## config.mk

```make
export PLATFORM = sky130hd
export DESIGN_NAME = if_id_queue
export DESIGN_NICKNAME = d
export VERILOG_FILES = /design/src/rtl/if_id_queue_pkg.sv /design/src/rtl/if_id_queue_mem.sv /design/src/rtl/if_id_queue.sv
export SDC_FILE = /design/constraint.sdc
export NUM_CORES = 1
export LEC_CHECK = 0
export ABC_AREA = 1
export CAP_MARGIN = 40
export CELL_PAD_IN_SITES_DETAIL_PLACEMENT = 0
export CELL_PAD_IN_SITES_GLOBAL_PLACEMENT = 2
export CORE_ASPECT_RATIO = 0.9
export CORE_MARGIN = 2
export CORE_UTILIZATION = 34
export CTS_BUF_LIST = sky130_fd_sc_hd__clkbuf_8
export DETAILED_ROUTE_END_ITERATION = 10
export GPL_ROUTABILITY_DRIVEN = 0
export PLACE_DENSITY_LB_ADDON = 0.1
export SLEW_MARGIN = 5
export SYNTH_ARGS = -nofsm -noshare
export SYNTH_HDL_FRONTEND = slang
export SYNTH_SLANG_ARGS = --single-unit
```

## constraint.sdc

```tcl
create_clock -name clock -period 5.17 [get_ports clock]
set_input_delay 1.034 -clock clock [delete_from_list [all_inputs] [get_ports clock]]
set_output_delay 1.034 -clock clock [all_outputs]
set_load 0.01 [all_outputs]
```

## src/rtl/if_id_queue_pkg.sv

```systemverilog
// if_id_queue_pkg: shared defaults and helpers for the fetch-to-decode queue
`ifndef INSTR_NOP
`define INSTR_NOP 32'd0
`endif
`ifndef IF_ID_DEPTH
`define IF_ID_DEPTH 2
`endif
package if_id_queue_pkg;
  localparam int unsigned IF_ID_WIDTH = 32;
  function automatic logic [31:0] sat_add(input logic [31:0] a, input logic [31:0] b);
    logic [32:0] s;
    s = {1'b0, a} + {1'b0, b};
    return s[32] ? '1 : s[31:0];
  endfunction
endpackage

```

## src/rtl/if_id_queue_mem.sv

```systemverilog
// if_id_queue_mem: register array with synchronous write and asynchronous read
module if_id_queue_mem #(
  parameter int DEPTH = 2,
  parameter int W = 64
) (
  input  logic                     clock,
  input  logic                     we,
  input  logic [$clog2(DEPTH)-1:0] waddr,
  input  logic [W-1:0]             wdata,
  input  logic [$clog2(DEPTH)-1:0] raddr,
  output logic [W-1:0]             rdata
);
  logic [W-1:0] mem_q [DEPTH];
  logic [W-1:0] mem_d [DEPTH];
  always_comb begin
    mem_d = mem_q;
    if (we) mem_d[waddr] = wdata;
  end
  always_ff @(posedge clock) mem_q <= mem_d;
  assign rdata = mem_q[raddr];
endmodule

```

## src/rtl/if_id_queue.sv

```systemverilog
// if_id_queue: fetch-to-decode FIFO with freeze and flush; IF_ID_PERF_CNT_EN adds stall/flush counters
module if_id_queue
  import if_id_queue_pkg::*;
#(
  parameter int DEPTH = `IF_ID_DEPTH,
  parameter int WIDTH = IF_ID_WIDTH
) (
  input  logic             clock,
  input  logic             reset,
  input  logic [WIDTH-1:0] if_pc,
  input  logic [WIDTH-1:0] if_instruction,
  input  logic             branch_taken,
  output logic             freeze,
  output logic             id_valid,
  input  logic             id_ready,
  output logic [WIDTH-1:0] id_pc,
  output logic [WIDTH-1:0] id_instruction
`ifdef IF_ID_PERF_CNT_EN
  ,
  output logic [31:0]      stall_cycles,
  output logic [31:0]      flush_drops
`endif
);
  localparam int AW = $clog2(DEPTH);
  logic [AW-1:0] wr_ptr_q, wr_ptr_d, rd_ptr_q, rd_ptr_d;
  logic [AW:0] count_q, count_d;
  logic full, push, pop;
  logic [2*WIDTH-1:0] head;
  always_comb begin
    full = count_q == (AW+1)'(DEPTH);
    freeze = full & !branch_taken;
    id_valid = count_q != '0;
    push = !reset & !branch_taken & !full;
    pop = id_valid & id_ready & !branch_taken;
    wr_ptr_d = branch_taken ? '0 : wr_ptr_q + AW'(push);
    rd_ptr_d = branch_taken ? '0 : rd_ptr_q + AW'(pop);
    count_d = branch_taken ? '0 : count_q + (AW+1)'(push) - (AW+1)'(pop);
    id_pc = id_valid ? head[2*WIDTH-1:WIDTH] : '0;
    id_instruction = id_valid ? head[WIDTH-1:0] : WIDTH'(`INSTR_NOP);
  end
  always_ff @(posedge clock) begin
    if (reset) begin
      wr_ptr_q <= '0;
      rd_ptr_q <= '0;
      count_q <= '0;
    end else begin
      wr_ptr_q <= wr_ptr_d;
      rd_ptr_q <= rd_ptr_d;
      count_q <= count_d;
    end
  end
  if_id_queue_mem #(.DEPTH(DEPTH), .W(2*WIDTH)) u_mem (
    .clock(clock),
    .we(push),
    .waddr(wr_ptr_q),
    .wdata({if_pc, if_instruction}),
    .raddr(rd_ptr_q),
    .rdata(head)
  );
`ifdef IF_ID_PERF_CNT_EN
  logic [31:0] stall_cycles_q, stall_cycles_d, flush_drops_q, flush_drops_d;
  always_comb begin
    stall_cycles_d = freeze ? sat_add(stall_cycles_q, 32'd1) : stall_cycles_q;
    flush_drops_d = branch_taken ? sat_add(flush_drops_q, 32'(count_q)) : flush_drops_q;
  end
  always_ff @(posedge clock) begin
    if (reset) begin
      stall_cycles_q <= '0;
      flush_drops_q <= '0;
    end else begin
      stall_cycles_q <= stall_cycles_d;
      flush_drops_q <= flush_drops_d;
    end
  end
  assign stall_cycles = stall_cycles_q;
  assign flush_drops = flush_drops_q;
`endif
endmodule
```

==> key figures, run 1 <==
Run status
  • Status: finished clean

Clock network
  • Clock latency on the worst-skew pair: 420 ps
  • Root Buffer Master: clkbuf_8
  • CTS Hold Bufs: 0
  • CTS H-Tree Depth: 4
  • Cts bufs inserted: 17
  • Reg clk slew, reported paths: approximately 60 ps
  • Clk buf depth: 2
  • CTS sink cnt: 132
  • CTS tree: built
  • # Post-CTS Setup Buffers: 0
  • Post-cts sizing count: 0

Timing
  • Max_slew headroom: 0.450
  • Fmax: ~300 MHz
  • Min Tclk post-route: 3380 ps
  • Slew Limit Fails: 0
  • Post-route setup TNS: 0 ps
  • Fin. Hold Viols: 0
  • Fin crit share: 0.653
  • Worst Max-Slew Pin Slew: slightly above 800 ps
  • Setup Viol. Count Final: 0
  • Clk_skew: approximately 5.8 ps
  • RSZ-0062 raised after global routing: no

Placed design
  • Post-place instance area: 6810 um^2
  • PortBufs: between 100 and 150
  • Detailed Place HPWL: 7190 um

Worst hold path
  • WHS Path Cells: 3
  • Hold/Removal Path Class: register to register
  • Min-Delay Endpoint: wr_ptr_q
  • Worst hold start: wr_ptr_q

Floorplan
  • Die height: 122 um
  • Die W: 135 um
  • Core ar.: 15300 um^2
  • Row count: 43
  • Die area: about 17000 um^2
  • Starting Density: 0.345
  • # IOs: 134

Critical path
  • WS Path Type: register to output port
  • Worst R2R End: u_mem.mem_q[43]
  • Crit end category: output port
  • RR Startpoint: count_q[0]
  • R2r worst-path depth: 5
  • Critical Path RT: 4140 ps
  • CP startpoint kind: register
  • Critical Path Fanout Max: 65
  • CP arrival: 2340 ps
  • Reg2Reg Setup Slack: roughly 3100 ps

Drt
  • Routed wire per std cell: 15.6 um
  • DRC: 0
  • Number of DRC markers in iteration 0: between 150 and 200
  • Via density: 4.44
  • DRT Pass-1 Iters: 4
  • Detail Route Antenna Nets: 0
  • WL final: 11400 um
  • Routed via count: 3247

Global routing
  • Pin count of the biggest net entering global routing: 66
  • All-Layer GR Usage: 0.145
  • First-pass GRT wire length: 17500 um
  • GRT overflow: 0
  • Initial antenna violation count: 0
  • Vias in the first global route: 3216

Yosys
  • Synth cell types: 19
  • Sequential area share after synthesis: 0.744
  • Cell count after synthesis: 378
  • Largest area contributor in the netlist: edfxtp_1
  • Synth Net Count: 448
  • Flops & latches, synth: 132
  • Ys Warns: 0
  • Share of the synthesized area in the top cell type: 0.729
  • Synthesized area: approximately 5300 um^2
  • Area contributors post-synth: edfxtp_1, nand2_1, a21oi_2
  • Mean Syn Cell Area: 13.9 um^2

Power and ir drop
  • Total power draw: between 2 and 2.5 mW
  • Pwr Density: around 290 nW/um^2
  • Leak pwr: 2.38 nW
  • Worst IR Drop VDD: 0.162 mV

Final layout
  • Fin nets: 587
  • Syn-to-layout area delta: 34.8%
  • Post-route cell area: 7110 um^2
  • Layout cells sized above 1: 0.183
  • Diode count: 0
  • Final core utilization: 0.465
  • Fill cells: approximately 1400

Run
  • # Max-Cap Violations: 0
per-layer routing:
layer  wire length, um  share of wire  GRT usage
met1              5130           0.45      0.186
met3               627          0.055     0.0529
met5                 0              0          0
met4               115          0.010     0.0430
met2              5510           0.48      0.230
synthesized netlist by cell type (all sizes together):
cell    number
dfxtp        4
ha           2
xnor2        1
buf         21
nand3        1
a21oi       65
nor3         1
nand2      135
o21ai        1
inv         10
nor2         9
edfxtp     128
kinds of logic (layout without fill, tap and decap cells):
| kind of cell | after synthesis | after routing | synth area share |
|---|---|---|---|
| buffers and inverters | 31 | 182 | 0.0401 |
| AO/OA/AOI/OAI | 66 | 66 | 0.0976 |
| XOR/XNOR | 1 | 1 | 0.00166 |
| AND/OR/NAND/NOR | 146 | 146 | 0.112 |
| flip-flops | 132 | 132 | 0.744 |
| adder cells (fa/ha/maj) | 2 | 2 | 0.00475 |
layout by cell type, fill, tap and decap left out, types with 3 or more instances in the layout:
cell / netlist / layout
edfxtp_1: 128 / 128
nand2_2: 10 / 10
clkinv_2: 0 / 5
buf_4: 5 / 4
a21oi_1: 16 / 16
buf_12: 0 / 4
clkdlybuf4s50_1: 0 / 133
clkinv_1: 0 / 4
clkbuf_8: 0 / 17
nor2_1: 6 / 5
a21oi_2: 49 / 49
nand2_1: 125 / 125
dfxtp_1: 4 / 3
inv_1: 8 / 13
sequential cells by signal, summed over array words and instances (netlist names):
register,cells
u_mem.mem_q,128
count_q,2
rd_ptr_q,1
wr_ptr_q,1
critical path, stage by stage, from the launching register on:
cell	delay, ps
dfxtp_2	330
buf_4	620
nand2_1	140
a21oi_2	210
clkdlybuf4s50_1	550
where the power goes:
group,leakage [nW],total (mW),internal (mW),switching (mW)
logic,0.998,0.175,0.0931,0.0818
clock network,0.175,0.661,0.307,0.354
registers,1.21,1.21,1.21,0.00691
total,2.38,2.05,1.61,0.442
layout make-up:
class	count	area, um^2	area share
timing repair buffer	141	1440	0.203
tap	202	253	0.0356
clock buffer	17	234	0.0329
multi-input combinational	215	1160	0.163
inverter	10	37.5	0.00528
sequential	132	3930	0.552
clock inverter	14	58.8	0.00828
through the flow:
step                      worst slack, ps  cells  hold slack, ps
final                                1790    731             662
after global routing                 1620    731             698
after CTS                            1730    731             662
after detailed placement             1890    700             651
after global placement               1900    697             639
after floorplan                       684    378             537
how the worst max path moves through the flow:
stage          cells past startpoint            endpoint    startpoint
2_1_floorplan                      3      u_mem.mem_q[0]  branch_taken
3_3_place_gp                       4           id_pc[31]    count_q[1]
3_5_place_dp                       5     u_mem.mem_q[35]  branch_taken
4_1_cts                            6  id_instruction[21]      rd_ptr_q
5_1_grt                            4  id_instruction[14]      rd_ptr_q
6_report                           4  id_instruction[17]      rd_ptr_q
(Power assumes the default switching activity.)
==> run 2, diff against run 1 <==
--- a/config.mk
+++ b/config.mk
@@ -11,7 +11,7 @@
 export CELL_PAD_IN_SITES_GLOBAL_PLACEMENT = 2
 export CORE_ASPECT_RATIO = 0.9
 export CORE_MARGIN = 2
-export CORE_UTILIZATION = 34
+export CORE_UTILIZATION = 31
 export CTS_BUF_LIST = sky130_fd_sc_hd__clkbuf_8
 export DETAILED_ROUTE_END_ITERATION = 10
 export GPL_ROUTABILITY_DRIVEN = 0
==> constraint.sdc (replaced) <==
create_clock -name clock -period 2.8 [get_ports clock]
set_input_delay 0.56 -clock clock [delete_from_list [all_inputs] [get_ports clock]]
set_output_delay 0.56 -clock clock [all_outputs]
set_load 0.01 [all_outputs]
==> key figures, run 2 (synthesized netlist as in run 1, its figures left out) <==
Clock network
  • CTS sink cnt: 132 (unchanged)
  • Clock latency on the worst-skew pair: 430 ps (about the same)
  • CTS tree: built
  • Root Buffer Master: clkbuf_8
  • Clk buf depth: 2 (unchanged)
  • # Post-CTS Setup Buffers: 0 (unchanged)
  • CTS H-Tree Depth: 4 (unchanged)
  • Cts bufs inserted: 17 (unchanged)
  • Reg clk slew, reported paths: 70 ps (about the same)

Critical path
  • Worst-path cell chain: clkinv_2 > buf_12 > nand2_1 > a21oi_2 > clkdlybuf4s50_1
  • Critical Path Fanout Max: 23 (-65%)
  • Critical Path RT: 2240 ps (-1900 ps)
  • Crit path buf inv count: 3 (+1)
  • Crit-path slowest cell: clkdlybuf4s50_1
  • WS Path Type: register to output port
  • CP startpoint kind: register
  • CP arrival: 2050 ps (-290 ps)
  • Cell family with most CP delay: buffers and inverters
  • Crit end category: output port
  • Max incr delay on CP: 560 ps (-60 ps)

Drt
  • Routed via count: 3259 (+0.37%)
  • WL final: 11600 um (+2.0%)
  • Detail Route Antenna Nets: 0 (unchanged)
  • DRT Pass-1 Iters: 4 (unchanged)
  • Routed wire per std cell: 15.6 um (+0.24%)
  • DRC: 0 (unchanged)
  • Via density: 4.38 (-1.4%)
  • Number of DRC markers in iteration 0: 189 (+6.2%)

Timing
  • Setup Viol. Count Final: 0 (unchanged)
  • Slew Limit Fails: 0 (unchanged)
  • Fin Hold WS: 667 ps (+5.36 ps)
  • RSZ-0062 raised after global routing: no
  • Fin crit share: 0.932
  • Fin. Hold Viols: 0 (unchanged)
  • Worst Max-Slew Pin Slew: 365 ps (-459 ps)
  • Min Tclk post-route: 2610 ps
  • Max_slew headroom: 0.756 (+0.306)
  • Fmax: 383 MHz
  • Clk_skew: 8.84 ps (+3.08 ps)
  • Post-route setup TNS: 0 ps (unchanged)

Floorplan
  • Die height: 128 um (+4.6%)
  • Row count: 45 (+4.7%)
  • Die area: 18100 um^2 (+9.4%)
  • # IOs: 134 (unchanged)
  • Starting Density: 0.314 (-0.0308)
  • Core ar.: 16800 um^2 (+9.8%)
  • Die W: 141 um (+4.6%)

Final layout
  • Syn-to-layout area delta: 37.5%
  • Non-filler cells, final: 744 (+1.8%)
  • Largest regs: u_mem.mem_q x128, count_q x2
  • Layout cells sized above 1: 0.199 (+0.0155)
  • Most flops, register: u_mem.mem_q
  • Diode count: 0 (unchanged)
  • Largest register FFs: 128 (unchanged)
  • Commonest non-fill, non-tap cell in the layout: clkdlybuf4s50_1
  • Fin nets: 591 (+0.68%)
  • Most frequent cells in the layout: clkdlybuf4s50_1, edfxtp_1, nand2_1

Global routing
  • Met2 global-route usage: 0.211 (-0.0190)
  • GRT overflow: 0 (unchanged)
  • Pin count of the biggest net entering global routing: 66 (unchanged)
  • Initial antenna violation count: 0 (unchanged)
  • Met3 Resource Use GR: 0.0430 (-0.00989)
  • GR peak layer: met2
  • First-pass GRT wire length: 17800 um (+2.1%)
  • Met1 usage: 0.171 (-0.0152)
  • All-Layer GR Usage: 0.134 (-0.0110)
  • Vias in the first global route: 3356 (+4.4%)

Power and ir drop
  • Net Sw Power: 861 uW (+95%)
  • Cell internal pwr: 3.17 mW (+97%)
  • Worst IR Drop VDD: 0.264 mV (+62%)
  • Leak pwr: 2.42 nW (+1.7%)
  • Flop pwr share: 0.556 (-0.036)
  • Clock power share: 0.362 (+0.040)
  • Combinational share of power: 0.082 (-0.003)
  • Sw frac: 0.214 (-0.00199)
  • Pwr Density: 556 nW/um^2 (+93%)

Run
  • # Max-Cap Violations: 0 (unchanged)

Worst hold path
  • Hold/Removal Path Class: register to register

Placed design
  • Detailed Place HPWL: 7190 um (about the same)
  • Placed Instances: 713 (+1.9%)
  • PortBufs: 133 (unchanged)

Run status
  • Status: finished clean
==> run 2: changes by cell type in the layout (fill, tap and decap cells not counted) <==
cell	delta
inv_1	-5
buf_12	+3
bufinv_16	+2
clkinv_2	+2
clkinvlp_4	+2
buf_4	+1
inv_2	-1
==> run 2: worst paths after layout <==
kind	from	depth (start not counted)	endpoint	slack [ps]
max	rd_ptr_q	5	id_pc[24]	190
min	wr_ptr_q	3	wr_ptr_q	670
max reg2reg	count_q[1]	11	count_q[1]	1070
min reg2reg	wr_ptr_q	3	wr_ptr_q	670
==> run 2: layout make-up <==
class                   instances  area (um^2)
clock buffers                  17          234
clock inverters                14          120
fillers                      1583         9530
inverters                      10         38.8
multi-input cells             215         1160
flip-flops and latches        132         3930
well taps                     211          264
repair buffers                145         1510
==> run 2: layer usage <==
layer	part of all wire	vias to the layer above	wire length, um
li1	-	1604	-
met1	0.47	1555	5410
met2	0.47	89	5460
met3	0.050	11	584
met4	0.014	0	158
met5	0	-	0
==> run 2: timing repair <==
item | 4_1_cts | 5_1_grt
resized for setup | 0 | 1
hold buffers | 0 | 0
endpoints found under the setup margin | 0 | 28
==> run 2: power groups by stage <==
| stage | Combinational (mW) | Clock [mW] | Sequential, mW |
|---|---|---|---|
| 3_5_place_dp | 0.336 | 0 | 2.28 |
| 2_1_floorplan | 0.124 | 0 | 2.28 |
| 3_3_place_gp | 0.334 | 0 | 2.28 |
| 5_1_grt | 0.359 | 1.60 | 2.24 |
| 6_report | 0.329 | 1.46 | 2.24 |
| 4_1_cts | 0.338 | 1.52 | 2.24 |
==> run 2: metrics by stage <==
stage | util | area [um^2] | total power [mW] | worst slack [ps]
floorplan | - | 5280 | 2.41 | 551
global placement | 0.411 | 6890 | 2.62 | 440
detailed placement | 0.411 | 6890 | 2.62 | 381
CTS | 0.432 | 7250 | 4.10 | 27.2
global route | 0.432 | 7250 | 4.20 | 37.8
finish | 0.432 | 7250 | 4.03 | 191
==> run 2: worst min-delay path, stage by stage (launching register included) <==
cell and delay, ps:
dfxtp_1 300, inv_1 150, ha_4 150, nor2_1 30
==> run 3, diff against run 2 <==
--- a/config.mk
+++ b/config.mk
@@ -11,9 +11,10 @@
 export CELL_PAD_IN_SITES_GLOBAL_PLACEMENT = 2
 export CORE_ASPECT_RATIO = 0.9
 export CORE_MARGIN = 2
-export CORE_UTILIZATION = 31
+export CORE_UTILIZATION = 40
 export CTS_BUF_LIST = sky130_fd_sc_hd__clkbuf_8
 export DETAILED_ROUTE_END_ITERATION = 10
+export DONT_BUFFER_PORTS = 1
 export GPL_ROUTABILITY_DRIVEN = 0
 export PLACE_DENSITY_LB_ADDON = 0.1
 export SLEW_MARGIN = 5
==> constraint.sdc (replaced) <==
create_clock -name clock -period 2.2 [get_ports clock]
set_input_delay 0.44 -clock clock [delete_from_list [all_inputs] [get_ports clock]]
set_output_delay 0.44 -clock clock [all_outputs]
set_load 0.01 [all_outputs]
==> key figures, run 3 (synthesized netlist as in run 1, its figures left out) <==
Run status
  • Status: finished clean

Clock network
  • CTS Hold Bufs: 0 (unchanged)
  • # Post-CTS Setup Buffers: 0 (unchanged)
  • Root Buffer Master: clkbuf_8
  • CTS tree: built
  • Post-cts sizing count: 0 (unchanged)
  • Clk buf depth: 2 (unchanged)
  • Cts bufs inserted: 17 (unchanged)
  • Clock latency on the worst-skew pair: 430 ps (about the same)
  • CTS H-Tree Depth: 4 (unchanged)
  • Reg clk slew, reported paths: 70 ps (about the same)
  • CTS sink cnt: 132 (unchanged)

Drt
  • WL final: 10200 um (-12%)
  • Routed via count: 2768 (-15%)
  • Number of DRC markers in iteration 0: 172 (-9.0%)
  • Detail Route Antenna Nets: 0 (unchanged)
  • Routed wire per std cell: 18.2 um (+17%)
  • Via density: 4.93 (+12%)
  • DRT Pass-1 Iters: 6 (+2)
  • DRC: 0 (unchanged)

Critical path
  • Critical Path RT: 1760 ps (-480 ps)
  • Setup crit end: id_pc[2]
  • CP arrival: 1600 ps (-450 ps)
  • R2r worst-path depth: 6 (-5)
  • Worst R2R End: u_mem.mem_q[108]
  • CP startpoint kind: register
  • Reg2Reg Setup Slack: 630 ps (-440 ps)
  • Crit end category: output port
  • Critical Path Fanout Max: 22 (-4.3%)
  • Crit. Startpoint: rd_ptr_q
  • RR Startpoint: count_q[0]
  • WS Path Type: register to output port

Final layout
  • Layout cells sized above 1: 0.249 (+0.0499)
  • Most frequent cells in the layout: edfxtp_1, nand2_1, a21oi_2
  • Syn-to-layout area delta: 10.2%
  • Fin nets: 457 (-23%)
  • Largest regs: u_mem.mem_q x128, count_q x2
  • Largest register FFs: 128 (unchanged)
  • Diode count: 0 (unchanged)
  • Non-filler cells, final: 562 (-24%)
  • Fill cells: 1156 (-27%)
  • Commonest non-fill, non-tap cell in the layout: edfxtp_1
  • Area taken by multi-input logic gates: 1160 um^2 (unchanged)
  • Sequential cell area: 3930 um^2 (unchanged)
  • Most flops, register: u_mem.mem_q

Global routing
  • First-pass GRT wire length: 15500 um (-13%)
  • Pin count of the biggest net entering global routing: 66 (unchanged)
  • Initial antenna violation count: 0 (unchanged)
  • Vias in the first global route: 2844 (-15%)
  • GRT overflow: 0 (unchanged)
  • All-Layer GR Usage: 0.149 (+0.0150)

Floorplan
  • # IOs: 134 (unchanged)
  • Die W: 125 um (-12%)
  • Core ar.: 12800 um^2 (-24%)
  • Row count: 39 (-13%)
  • Die height: 113 um (-12%)
  • Starting Density: 0.412 (+0.0981)
  • Die area: 14100 um^2 (-22%)

Timing
  • Worst Setup Slack, final: 160 ps (-30.6 ps)
  • Fmax: 490 MHz
  • Slew Limit Fails: 0 (unchanged)
  • Setup Viol. Count Final: 0 (unchanged)
  • Worst Max-Slew Pin Slew: 376 ps (+10.6 ps)
  • Max_slew headroom: 0.749 (-0.00718)
  • Clk_skew: 8.92 ps (+0.0855 ps)
  • Post-route setup TNS: 0 ps (unchanged)
  • Fin crit share: 0.927
  • Min Tclk post-route: around 2000 ps
  • Fin. Hold Viols: 0 (unchanged)
  • RSZ-0062 raised after global routing: no

Placed design
  • Placed Instances: 532 (-25%)
  • PortBufs: 0 (-100%)
  • Detailed Place HPWL: 6220 um (-13%)
  • Pre-CTS setup slack: 509 ps (+128 ps)

Power and ir drop
  • Worst IR Drop VDD: 0.503 mV (+91%)
  • Pwr Density: 813 nW/um^2 (+46%)
  • Leak pwr: 1.92 nW (-20%)

Run
  • # Max-Cap Violations: 0 (unchanged)

Worst hold path
  • Hold/Removal Path Class: primary input to register
==> run 3: cell count changes in the layout (fill, tap and decap cells not counted) <==
cell,change
clkinvlp_4,-1
inv_2,+1
clkdlybuf4s50_1,-133
clkinv_2,-5
bufinv_16,-1
buf_4,-1
inv_1,+5
==> run 3: final cells by class <==
class,instances,area share
Clock buffer,17,0.0403
Clock inverter,13,0.0140
Inverter,10,0.00646
Multi-Input combinational cell,215,0.199
Sequential cell,132,0.676
Tap cell,164,0.0353
Timing Repair Buffer,11,0.0293
==> run 3: where the power goes <==
group	leakage (nW)	internal, mW	switching (mW)	total [mW]
logic	0.539	0.0558	0.147	0.202
clock network	0.177	0.836	0.831	1.67
registers	1.21	2.84	0.0163	2.85
==> run 3: how the worst min path moves through the flow <==
stage	from	endpoint	cells past startpoint
after floorplan	if_instruction[0]	u_mem.mem_q[0]	0
after global placement	if_instruction[31]	u_mem.mem_q[31]	0
after detailed placement	if_pc[4]	u_mem.mem_q[36]	0
after CTS	if_instruction[5]	u_mem.mem_q[5]	0
after global routing	if_instruction[5]	u_mem.mem_q[5]	0
final	if_instruction[5]	u_mem.mem_q[5]	0
==> run 3: worst max-delay path, stage by stage (launching register included) <==
cell	delay, ps
dfxtp_2	340
inv_2	290
buf_12	220
nand2_1	60
a21oi_1	130
buf_4	140
==> run 3: routing by layer <==
layer	routed length, um	track usage	share of wire	up-vias
met5	0	0	0	-
met4	113	0.0578	0.011	0
li1	-	-	-	1331
met2	5050	0.237	0.49	89
met3	1050	0.0842	0.10	9
met1	4010	0.166	0.39	1339
==> run 3: per-stage QoR <==
step | hold slack, ps | total power [mW] | util | area [um^2]
floorplan | 539 | 3.06 | - | 5280
global placement | 539 | 3.12 | 0.430 | 5490
detailed placement | 539 | 3.12 | 0.430 | 5490
CTS | 63.7 | 4.80 | 0.454 | 5810
global route | 67.4 | 4.90 | 0.454 | 5810
finish | 101 | 4.72 | 0.454 | 5810
